File: src/rtl/prbs_pkg.sv
// Shared types and defaults for the PRBS sequencer.
package prbs_pkg;
  typedef enum logic [1:0] {IDLE, RUN, DONE} state_e;
  localparam int         DEFAULT_WIDTH = 8;
  localparam logic [7:0] DEFAULT_TAPS  = 8'hB8;
endpackage

File: src/rtl/prbs_seq_ctrl_if.sv
// Host/config and bit-stream bundle between the sequencer and its neighbours.
interface prbs_seq_ctrl_if #(
  parameter int WIDTH = 8,
  parameter int LEN_W = 16,
  parameter int CNT_W = 32
);
  logic             seed_valid;
  logic [WIDTH-1:0] seed_data;
  logic             seed_ready;
  logic             cmd_start;
  logic             cmd_stop;
  logic [LEN_W-1:0] burst_len;
  logic             bit_valid;
  logic             bit_ready;
  logic             bit_data;
  logic             busy;
  logic             done;
  logic             seed_err;
  logic [WIDTH-1:0] lfsr_q;
  logic [CNT_W-1:0] bit_count;

  modport slave (
    input  seed_valid, seed_data, cmd_start, cmd_stop, burst_len, bit_ready,
    output seed_ready, bit_valid, bit_data, busy, done, seed_err, lfsr_q, bit_count
  );
  modport master (
    output seed_valid, seed_data, cmd_start, cmd_stop, burst_len, bit_ready,
    input  seed_ready, bit_valid, bit_data, busy, done, seed_err, lfsr_q, bit_count
  );
endinterface

File: src/rtl/prbs_lfsr_core.sv
// Fibonacci LFSR register: load has priority over step, resets to 1.
module prbs_lfsr_core #(
  parameter int               WIDTH = 8,
  parameter logic [WIDTH-1:0] TAPS  = WIDTH'(8'hB8)
) (
  input  logic             clk_i,
  input  logic             rst_ni,
  input  logic             load_i,
  input  logic [WIDTH-1:0] load_val_i,
  input  logic             step_i,
  output logic [WIDTH-1:0] q_o
);
  logic [WIDTH-1:0] q_q, q_d;

  always_comb begin
    q_d = q_q;
    if (load_i)      q_d = load_val_i;
    else if (step_i) q_d = {q_q[WIDTH-2:0], ^(q_q & TAPS)};
  end

  always_ff @(posedge clk_i or negedge rst_ni) begin
    if (!rst_ni) q_q <= WIDTH'(1);
    else         q_q <= q_d;
  end

  assign q_o = q_q;
endmodule

File: src/rtl/prbs_seq_ctrl.sv
// PRBS sequencer: seeds the LFSR, steps it per accepted bit, runs bursts or continuous streams.
module prbs_seq_ctrl
  import prbs_pkg::*;
#(
  parameter int               WIDTH = DEFAULT_WIDTH,
  parameter logic [WIDTH-1:0] TAPS  = WIDTH'(DEFAULT_TAPS),
  parameter int               LEN_W = 16,
  parameter int               CNT_W = 32
) (
  input  logic            clk,
  input  logic            reset,
  prbs_seq_ctrl_if.slave  bus
);
  state_e           state_q;
  logic             seeded_q;
  logic [LEN_W-1:0] rem_q;
  logic [CNT_W-1:0] cnt_q;
  logic             done_q, seed_err_q;
  logic [WIDTH-1:0] lfsr;
  logic             seed_hs, bit_hs, seed_zero;

  assign seed_hs   = (state_q == IDLE) && bus.seed_valid;
  assign bit_hs    = (state_q == RUN) && bus.bit_ready;
  assign seed_zero = (bus.seed_data == '0);

  // A zero seed would lock the LFSR at zero, so 1 is loaded in its place.
  prbs_lfsr_core #(.WIDTH(WIDTH), .TAPS(TAPS)) u_core (
    .clk_i      (clk),
    .rst_ni     (reset),
    .load_i     (seed_hs),
    .load_val_i (seed_zero ? WIDTH'(1) : bus.seed_data),
    .step_i     (bit_hs),
    .q_o        (lfsr)
  );

  always_ff @(posedge clk or negedge reset) begin
    if (!reset) begin
      state_q    <= IDLE;
      seeded_q   <= 1'b0;
      rem_q      <= '0;
      cnt_q      <= '0;
      done_q     <= 1'b0;
      seed_err_q <= 1'b0;
    end else begin
      done_q     <= 1'b0;
      seed_err_q <= 1'b0;
      case (state_q)
        IDLE: begin
          if (seed_hs) begin
            seeded_q   <= 1'b1;
            cnt_q      <= '0;
            seed_err_q <= seed_zero;
          end
          if (bus.cmd_start && (seeded_q || seed_hs)) begin
            state_q <= RUN;
            rem_q   <= bus.burst_len;
          end
        end
        RUN: begin
          if (bit_hs) begin
            if (!(&cnt_q))   cnt_q <= cnt_q + 1'b1;
            if (rem_q != '0) rem_q <= rem_q - 1'b1;
          end
          // Final burst handshake wins over a coincident stop.
          if (bit_hs && rem_q == LEN_W'(1)) begin
            state_q <= DONE;
            done_q  <= 1'b1;
          end else if (bus.cmd_stop) begin
            state_q <= IDLE;
          end
        end
        DONE:    state_q <= IDLE;
        default: state_q <= IDLE;
      endcase
    end
  end

  assign bus.seed_ready = (state_q == IDLE);
  assign bus.bit_valid  = (state_q == RUN);
  assign bus.busy       = (state_q == RUN);
  assign bus.bit_data   = lfsr[WIDTH-1];
  assign bus.lfsr_q     = lfsr;
  assign bus.bit_count  = cnt_q;
  assign bus.done       = done_q;
  assign bus.seed_err   = seed_err_q;
endmodule
File: src/flat_wrapper.sv
// flat-port wrapper written by rule: the top's interface ports become plain ports
module prbs_seq_ctrl_flat import prbs_pkg::*;
#(
  parameter int               WIDTH = DEFAULT_WIDTH,
  parameter logic [WIDTH-1:0] TAPS  = WIDTH'(DEFAULT_TAPS),
  parameter int               LEN_W = 16,
  parameter int               CNT_W = 32
)
  (clk, reset, bus_seed_valid, bus_seed_data, bus_cmd_start, bus_cmd_stop, bus_burst_len, bus_bit_ready, bus_seed_ready, bus_bit_valid, bus_bit_data, bus_busy, bus_done, bus_seed_err, bus_lfsr_q, bus_bit_count);
  prbs_seq_ctrl_if #(.WIDTH(WIDTH), .LEN_W(LEN_W), .CNT_W(CNT_W)) bus_i ();
  input  logic clk;
  input  logic reset;
  input wire logic [$bits(bus_i.seed_valid)-1:0] bus_seed_valid;
  input wire logic [$bits(bus_i.seed_data)-1:0] bus_seed_data;
  input wire logic [$bits(bus_i.cmd_start)-1:0] bus_cmd_start;
  input wire logic [$bits(bus_i.cmd_stop)-1:0] bus_cmd_stop;
  input wire logic [$bits(bus_i.burst_len)-1:0] bus_burst_len;
  input wire logic [$bits(bus_i.bit_ready)-1:0] bus_bit_ready;
  output wire logic [$bits(bus_i.seed_ready)-1:0] bus_seed_ready;
  output wire logic [$bits(bus_i.bit_valid)-1:0] bus_bit_valid;
  output wire logic [$bits(bus_i.bit_data)-1:0] bus_bit_data;
  output wire logic [$bits(bus_i.busy)-1:0] bus_busy;
  output wire logic [$bits(bus_i.done)-1:0] bus_done;
  output wire logic [$bits(bus_i.seed_err)-1:0] bus_seed_err;
  output wire logic [$bits(bus_i.lfsr_q)-1:0] bus_lfsr_q;
  output wire logic [$bits(bus_i.bit_count)-1:0] bus_bit_count;
  assign bus_i.seed_valid = bus_seed_valid;
  assign bus_i.seed_data = bus_seed_data;
  assign bus_i.cmd_start = bus_cmd_start;
  assign bus_i.cmd_stop = bus_cmd_stop;
  assign bus_i.burst_len = bus_burst_len;
  assign bus_i.bit_ready = bus_bit_ready;
  assign bus_seed_ready = bus_i.seed_ready;
  assign bus_bit_valid = bus_i.bit_valid;
  assign bus_bit_data = bus_i.bit_data;
  assign bus_busy = bus_i.busy;
  assign bus_done = bus_i.done;
  assign bus_seed_err = bus_i.seed_err;
  assign bus_lfsr_q = bus_i.lfsr_q;
  assign bus_bit_count = bus_i.bit_count;
  prbs_seq_ctrl #(.WIDTH(WIDTH), .TAPS(TAPS), .LEN_W(LEN_W), .CNT_W(CNT_W)) u_core (.clk(clk), .reset(reset), .bus(bus_i));
endmodule
File: config.mk
export PLATFORM = sky130hd
export DESIGN_NAME = prbs_seq_ctrl_flat
export DESIGN_NICKNAME = d
export VERILOG_FILES = /design/src/rtl/prbs_pkg.sv /design/src/rtl/prbs_seq_ctrl_if.sv /design/src/rtl/prbs_lfsr_core.sv /design/src/rtl/prbs_seq_ctrl.sv /design/src/flat_wrapper.sv
export SDC_FILE = /design/constraint.sdc
export NUM_CORES = 1
export LEC_CHECK = 0
export ABC_AREA = 1
export CELL_PAD_IN_SITES_DETAIL_PLACEMENT = 2
export CELL_PAD_IN_SITES_GLOBAL_PLACEMENT = 2
export CORE_MARGIN = 10
export CORE_UTILIZATION = 30
export CTS_BUF_LIST = sky130_fd_sc_hd__clkbuf_2
export CTS_CLUSTER_DIAMETER = 60
export DETAILED_ROUTE_END_ITERATION = 12
export PLACE_DENSITY_LB_ADDON = 0.1
export SLEW_MARGIN = 20
export SYNTH_ARGS = -nofsm -noshare
export SYNTH_HDL_FRONTEND = slang
export SYNTH_SLANG_ARGS = --single-unit
File: constraint.sdc
create_clock -name clk -period 2.2 [get_ports clk]
set_clock_uncertainty 0.2 [all_clocks]
set_input_delay 0.44 -clock clk [delete_from_list [all_inputs] [get_ports clk]]
set_output_delay 0.44 -clock clk [all_outputs]
set_load 0.005 [all_outputs]
==> impl_metrics.env, run 1 <==
export IMPL_num_fill_cells=1668
export IMPL_drc_errors=0
export IMPL_fin_hold_ws_ps=164
export IMPL_gp_congestion=0.827
export IMPL_ys_types=35
export IMPL_setup_tns_ps=0
export IMPL_dieArea_um2=19200
export IMPL_track_usage=0.171
export IMPL_path_class="register to output pin"
export IMPL_critPathTopFamily="buffers and inverters"
export IMPL_drv_slew=0
export IMPL_ir_drop_uv=253
export IMPL_fin_crit_sh=0.962
export IMPL_hold_viol=0
export IMPL_antenna_found_initial=0
export IMPL_synth_area_top_cells="dfrtp_1 36%, nand2_1 17%, nor2_1 8.3%"
export IMPL_tightestPinTransition_ps=387
export IMPL_pre_cts_slack_ps=45.6
export IMPL_io_buffers=75
export IMPL_vias=4556
export IMPL_final_area_um2=5810
export IMPL_crit_path_cell_trace="clkdlybuf4s50_1"
export IMPL_synth_nets=639
export IMPL_rows=43
export IMPL_crit_arrival_ps=1480
export IMPL_hold_class="input pin to async pin"
export IMPL_setup_worst_path_end_class="output pin"
export IMPL_yosysTopAreaCellShare=0.356
export IMPL_timing_slew_headroom=0.742
export IMPL_cp_start_kind="register"
export IMPL_ys_seq_area_frac=0.362
export IMPL_synthCells=606
export IMPL_core_um2=13800
export IMPL_syn_area_um2=4220
export IMPL_critPathBufInv=1
export IMPL_die_h_um=139
export IMPL_powerDensity_nw_per_um2=621
export IMPL_wl_mm=16.3
export IMPL_hpwl_mm=12.2
export IMPL_synth_area_leader_cell="dfrtp_1"
export IMPL_required_ps=1560
export IMPL_routed_via_density=4.84
export IMPL_total_leakage_power_nw=2.85
export IMPL_drt_pre_antenna_iters=4
export IMPL_cp_num_cells=1
export IMPL_wire_per_inst_um=17.3
export IMPL_cts_sinks=61
export IMPL_area_growth_pct=37.9
export IMPL_status="finished, final reports clean"
export IMPL_cap_violations=0
export IMPL_slowest_delay_ps=500
export IMPL_cts_made_buffers=9
export IMPL_slowest_stage="clkdlybuf4s50_1"
export IMPL_drive_gt1_frac=0.247
export IMPL_path_max_fanout=2
export IMPL_grt_pass1_vias=5171
export IMPL_chipWidth_um=139
export IMPL_place_area_um2=5370
export IMPL_ys_warn_count=0
export IMPL_clkTransAtPathRegs_ps=210
export IMPL_antenna_left=0
export IMPL_insertion_delay_ps=580
export IMPL_start_util=0.305
export IMPL_dr_first_iter_drc_count=178
export IMPL_max_freq_mhz=473
export IMPL_cts_root_buf="clkbuf_2"
export IMPL_final_net_count=790
export IMPL_grt_overflow_total=0
export IMPL_setup_slack_ps=84.1
export IMPL_clk_path_buf_depth=2
export IMPL_setup_viol=0
export IMPL_cts_tree="done"
export IMPL_diodes=0
export IMPL_synth_edf_count=0
export IMPL_final_util=0.420
export IMPL_post_route_min_period_ps=2120
export IMPL_grt_pass1_wl_mm=27.1
export IMPL_grt_max_degree=62
export IMPL_synth_seq_cells=61
export IMPL_postSynthAreaPerCell_um2=6.96
export IMPL_htree_levels=3
export IMPL_ioPinCount=76
export IMPL_async_flop_share=1.00
export IMPL_synth_ff_type="dfrtp_1"
export IMPL_r2r_cells=11
-- flip-flops by register name, indices dropped and copies added, names as in the netlist --
| signal | cells |
|---|---|
| u_core.bus.bit_count | 32 |
| u_core.rem_q | 16 |
| u_core.u_core.q_o | 8 |
| u_core.state_q | 2 |
| u_core.bus.done | 1 |
| u_core.bus.seed_err | 1 |
| u_core.seeded_q | 1 |
-- synthesized netlist by cell type, types with 2 or more instances --
library cell  number
a21oi_1            4
buf_12             4
buf_2              4
buf_4              2
clkbuf_1           7
dfrtp_1           60
ha_1               3
inv_1             48
inv_2              5
nand2_1          188
nand2_2           25
nand2_4            4
nand3_1           49
nand3b_1           3
nand4_1            4
nor2_1            93
nor2_2             4
nor2_4             2
nor2_8             2
nor3_1             4
nor4_1             2
o21ai_0           26
o21ai_1           12
o21ai_2           25
o21bai_1           2
or2_2              5
xnor2_1            4
xor2_1             8
-- path summary, 6_finish.rpt --
check / start / to / slack, ps
max in group asynchronous: reset / u_core.bus.bit_count[2]$_DFFE_PN0P_ / 1270
setup / recovery: u_core.bus.bit_count[20]$_DFFE_PN0P_ / bus_bit_count[20] / 80
hold / removal: reset / u_core.u_core.q_o[7]$_DFFE_PN0P_ / 160
min in group clk: bus_burst_len[3] / u_core.rem_q[3]$_DFFE_PN0P_ / 280
hold reg to reg: u_core.seeded_q$_DFFE_PN0P_ / u_core.seeded_q$_DFFE_PN0P_ / 320
setup reg to reg: u_core.bus.bit_count[1]$_DFFE_PN0P_ / u_core.bus.bit_count[22]$_DFFE_PN0P_ / 140
-- where the power goes --
group	switching [mW]	internal, mW
clock	0.496	0.256
sequential	0.161	1.30
combinational	0.818	0.577
total	1.47	2.13
-- layout make-up --
type	instances	area, µm²	share of cell area
clock buffers	10	50.0	0.00861
flip-flops and latches	61	1540	0.265
multi-input cells	474	2350	0.405
clock inverters	6	55.1	0.00947
well taps	180	225	0.0388
repair buffers	158	1390	0.239
inverters	53	199	0.0342
-- cells in the final DEF, fill, tap and decap left out, types with 25 or more instances in the layout --
| cell type | Yosys | layout |
|---|---|---|
| nand2_1 | 188 | 186 |
| nor2_1 | 93 | 92 |
| buf_4 | 2 | 77 |
| nand3_1 | 49 | 49 |
| dfrtp_1 | 60 | 49 |
| inv_1 | 48 | 48 |
| clkdlybuf4s50_1 | 0 | 36 |
| nand2_2 | 25 | 27 |
| o21ai_0 | 26 | 26 |
| o21ai_2 | 25 | 25 |
-- stage by stage --
step / total power, mW / std cells
final: 3.61 / 942
after floorplan: 2.24 / 606
after global placement: 2.75 / 885
after CTS: 3.62 / 939
after detailed placement: 2.81 / 885
after global routing: 3.90 / 942
-- metal layers --
layer | global-route usage | wire length, µm | part of all wire
met4 | 0.0533 | 192 | 0.012
met5 | 0 | 0 | 0
met3 | 0.0325 | 538 | 0.033
met2 | 0.292 | 8100 | 0.50
met1 | 0.213 | 7450 | 0.46
-- what timing repair did --
| action | 4_1_cts | 5_1_grt |
|---|---|---|
| setup buffers | 37 | 3 |
| setup endpoints to repair | 40 | 38 |
| gates resized for setup | 47 | 18 |
| pin swaps | 2 | 0 |
| hold buffers | 1 | 0 |
| hold endpoints to repair | 61 | 0 |
-- cell families (layout without fill, tap and decap cells) --
group | count (synthesis) | after routing | synth area share
AO/OA/AOI/OAI | 72 | 72 | 0.110
XOR/XNOR | 12 | 12 | 0.0249
adder cells (fa/ha/maj) | 3 | 3 | 0.00891
buffers and inverters | 71 | 227 | 0.0843
flip-flops | 61 | 61 | 0.362
AND/OR/NAND/NOR | 387 | 387 | 0.409
Note: power is estimated with default switching activity, not from simulation.
==> run 2, diff against run 1 <==
--- a/config.mk
+++ b/config.mk
@@ -5,11 +5,10 @@
 export SDC_FILE = /design/constraint.sdc
 export NUM_CORES = 1
 export LEC_CHECK = 0
-export ABC_AREA = 1
 export CELL_PAD_IN_SITES_DETAIL_PLACEMENT = 2
 export CELL_PAD_IN_SITES_GLOBAL_PLACEMENT = 2
 export CORE_MARGIN = 10
-export CORE_UTILIZATION = 30
+export CORE_UTILIZATION = 31
 export CTS_BUF_LIST = sky130_fd_sc_hd__clkbuf_2
 export CTS_CLUSTER_DIAMETER = 60
 export DETAILED_ROUTE_END_ITERATION = 12
==> run 2 against run 1 <==
Net effect:
- the flow now finishes with violations (setup timing)
- critical path type is now register to register
- largest power group is now combinational logic
- non-clock buffer count rose by 70
- critical endpoint is now u_core.bus.bit_count[3]$_DFFE_PN0P_
- critical path depth rose by 6
- clock power rose by 38%
- wire length is 50% higher
==> impl_metrics.env, run 2 <==
export IMPL_dieArea_um2=15500
export IMPL_area_growth_pct=82.2
export IMPL_ys_types=48
export IMPL_path_max_fanout=7
export IMPL_synth_area_top_cells="dfrtp_1 44%, a21oi_1 5.2%, nand2_1 4.0%"
export IMPL_startpoint="u_core.bus.bit_count[25]$_DFFE_PN0P_"
export IMPL_ys_seq_area_frac=0.451
export IMPL_diodes=0
export IMPL_required_ps=2450
export IMPL_cap_violations=0
export IMPL_synth_simple_gate_area_frac=0.242
export IMPL_grt_pass1_vias=4988
export IMPL_antenna_left=0
export IMPL_routed_via_density=6.14
export IMPL_yosysMostFrequentCell="dfrtp_1"
export IMPL_synth_seq_cells=61
export IMPL_insertion_delay_ps=600
export IMPL_grt_max_degree=24
export IMPL_chipWidth_um=124
export IMPL_hold_viol=0
export IMPL_drive_gt1_frac=0.435
export IMPL_crit_reg2reg_launch="u_core.bus.bit_count[25]$_DFFE_PN0P_"
export IMPL_grt_setup_unrepaired="yes"
export IMPL_synth_area_leader_cell="dfrtp_1"
export IMPL_grt_pass1_wl_mm=30.8
export IMPL_drt_pre_antenna_iters=5
export IMPL_setup_viol=51
export IMPL_cts_tree="done"
export IMPL_syn_area_um2=3380
export IMPL_postSynthAreaPerCell_um2=8.79
export IMPL_hpwl_mm=10.7
export IMPL_clkTransAtPathRegs_ps=280
export IMPL_final_net_count=633
export IMPL_largest_register_ff_count=32
export IMPL_fin_hold_ws_ps=158
export IMPL_cts_made_buffers=9
export IMPL_rows=38
export IMPL_synth_xor_area_frac=0.0207
export IMPL_timing_slew_headroom=0.611
export IMPL_status="finished, violations left"
export IMPL_tightestPinTransition_ps=584
export IMPL_fin_crit_sh=1.22
export IMPL_dr_first_iter_drc_count=388
export IMPL_crit_arrival_ps=2930
export IMPL_setup_worst_path_end_class="register"
export IMPL_fin_cells=745
export IMPL_hold_class="input pin to async pin"
export IMPL_synth_ff_type="dfrtp_1"
export IMPL_drv_slew=0
export IMPL_track_usage=0.248
export IMPL_wl_mm=24.4
export IMPL_max_freq_mhz=373
export IMPL_yosys_area_share_adder=0.0111
export IMPL_drc_errors=0
export IMPL_final_common_cell="buf_4"
export IMPL_synth_nets=418
export IMPL_yosysTopAreaCellShare=0.444
export IMPL_core_um2=10700
export IMPL_synth_compound_area_frac=0.213
export IMPL_ir_drop_uv=479
export IMPL_setup_slack_ps=-479
export IMPL_antenna_found_initial=0
export IMPL_synth_top_family_by_area="simple AND/OR/NAND/NOR gates"
export IMPL_post_route_min_period_ps=2680
export IMPL_io_buffers=75
export IMPL_place_inst=675
export IMPL_die_h_um=124
export IMPL_grt_overflow_total=0
export IMPL_start_util=0.315
export IMPL_yosys_mux_area_fraction=0.0211
export IMPL_gp_congestion=0.794
export IMPL_synthCells=385
export IMPL_path_class="register to register"
export IMPL_async_flop_share=1.00
export IMPL_wire_per_inst_um=32.7
export IMPL_cts_sinks=61
export IMPL_vias=4576
export IMPL_ioPinCount=76
export IMPL_cp_start_kind="register"
export IMPL_powerDensity_nw_per_um2=742
export IMPL_ys_warn_count=0
export IMPL_clk_path_buf_depth=2
export IMPL_htree_levels=3
export IMPL_violations="setup timing"
export IMPL_synth_common_cells="60 x dfrtp_1, 36 x nand2_1, 35 x a21oi_1"
export IMPL_synth_edf_count=0
export IMPL_cts_root_buf="clkbuf_2"
export IMPL_total_leakage_power_nw=2.79
export IMPL_layout_common_cells="122 x buf_4, 57 x dfrtp_1, 39 x clkdlybuf4s50_1"
export IMPL_setup_tns_ps=-9890
[run 2: repair_timing]
action                                  CTS  global route
setup buffers                            25            29
endpoints found under the hold margin    23             0
pin swaps                                20            34
hold buffers                              1             0
resized for setup                        98            92
endpoints found under the setup margin   74            69
cloned                                    1             0
[run 2: final timing paths]
path | slack, ps | cells past startpoint | endpoint
setup / recovery | -480 | 7 | u_core.bus.bit_count[3]$_DFFE_PN0P_
hold / removal | 160 | 2 | u_core.bus.bit_count[4]$_DFFE_PN0P_
max in group asynchronous | 930 | 3 | u_core.rem_q[1]$_DFFE_PN0P_
setup reg to reg | -480 | 7 | u_core.bus.bit_count[3]$_DFFE_PN0P_
hold reg to reg | 380 | 1 | u_core.seeded_q$_DFFE_PN0P_
min in group clk | 300 | 3 | u_core.u_core.q_o[7]$_DFFE_PN0P_
[run 2: stage by stage]
step,instance area [µm²],setup slack [ps],power [mW],util
global route,6170,-534,4.69,0.574
floorplan,3430,-308,2.00,-
global placement,5010,-365,2.64,0.466
CTS,5610,-160,3.91,0.522
finish,6170,-479,4.57,0.574
detailed placement,5010,-435,2.73,0.466
[run 2: area by class of cell]
cell class,count,area [µm²]
Fill cell,1087,4580
Multi-Input combinational cell,291,2250
Clock buffer,11,55.1
Clock inverter,5,98.8
Inverter,9,36.3
Timing Repair Buffer,228,2020
Tap cell,140,175
Sequential cell,61,1530
[run 2: layer usage]
metal  vias up  routed length, µm  track usage
li1       1872                  -            -
met1      2380               9380        0.279
met2       234              12700        0.444
met3        90               1070       0.0545
met4         0               1240       0.0966
met5         -                  0            0
[run 2: worst max-delay path, cell delays in order, from the launching register on]
cell	delay [ps]
dfrtp_1	480
nand4_1	310
nor4_2	460
buf_4	250
a31o_4	230
buf_6	150
o21ai_0	190
a21oi_1	270
[run 2: cell families after synthesis]
| logic type | count (synthesis) |
|---|---|
| AOI/OAI and AO/OA | 116 |
| buffers and inverters | 34 |
| and+or+nand+nor | 156 |
| xor gates and xnor gates | 8 |
| muxes | 7 |
| adders and majority gates | 3 |
| DFF | 61 |
[run 2: where the power goes]
group | internal, mW | switching [mW] | total [mW]
Sequential | 1.31 | 0.173 | 1.48
Clock | 0.494 | 0.550 | 1.04
Combinational | 0.947 | 1.10 | 2.05
Total | 2.75 | 1.83 | 4.57
==> run 3, diff against run 2 <==
--- a/config.mk
+++ b/config.mk
@@ -13,7 +13,7 @@
 export CTS_CLUSTER_DIAMETER = 60
 export DETAILED_ROUTE_END_ITERATION = 12
 export PLACE_DENSITY_LB_ADDON = 0.1
-export SLEW_MARGIN = 20
+export SLEW_MARGIN = 5
 export SYNTH_ARGS = -nofsm -noshare
 export SYNTH_HDL_FRONTEND = slang
 export SYNTH_SLANG_ARGS = --single-unit
==> results of run 3 <==
No change in the layout: final DEF, timing and power equal those of run 2.
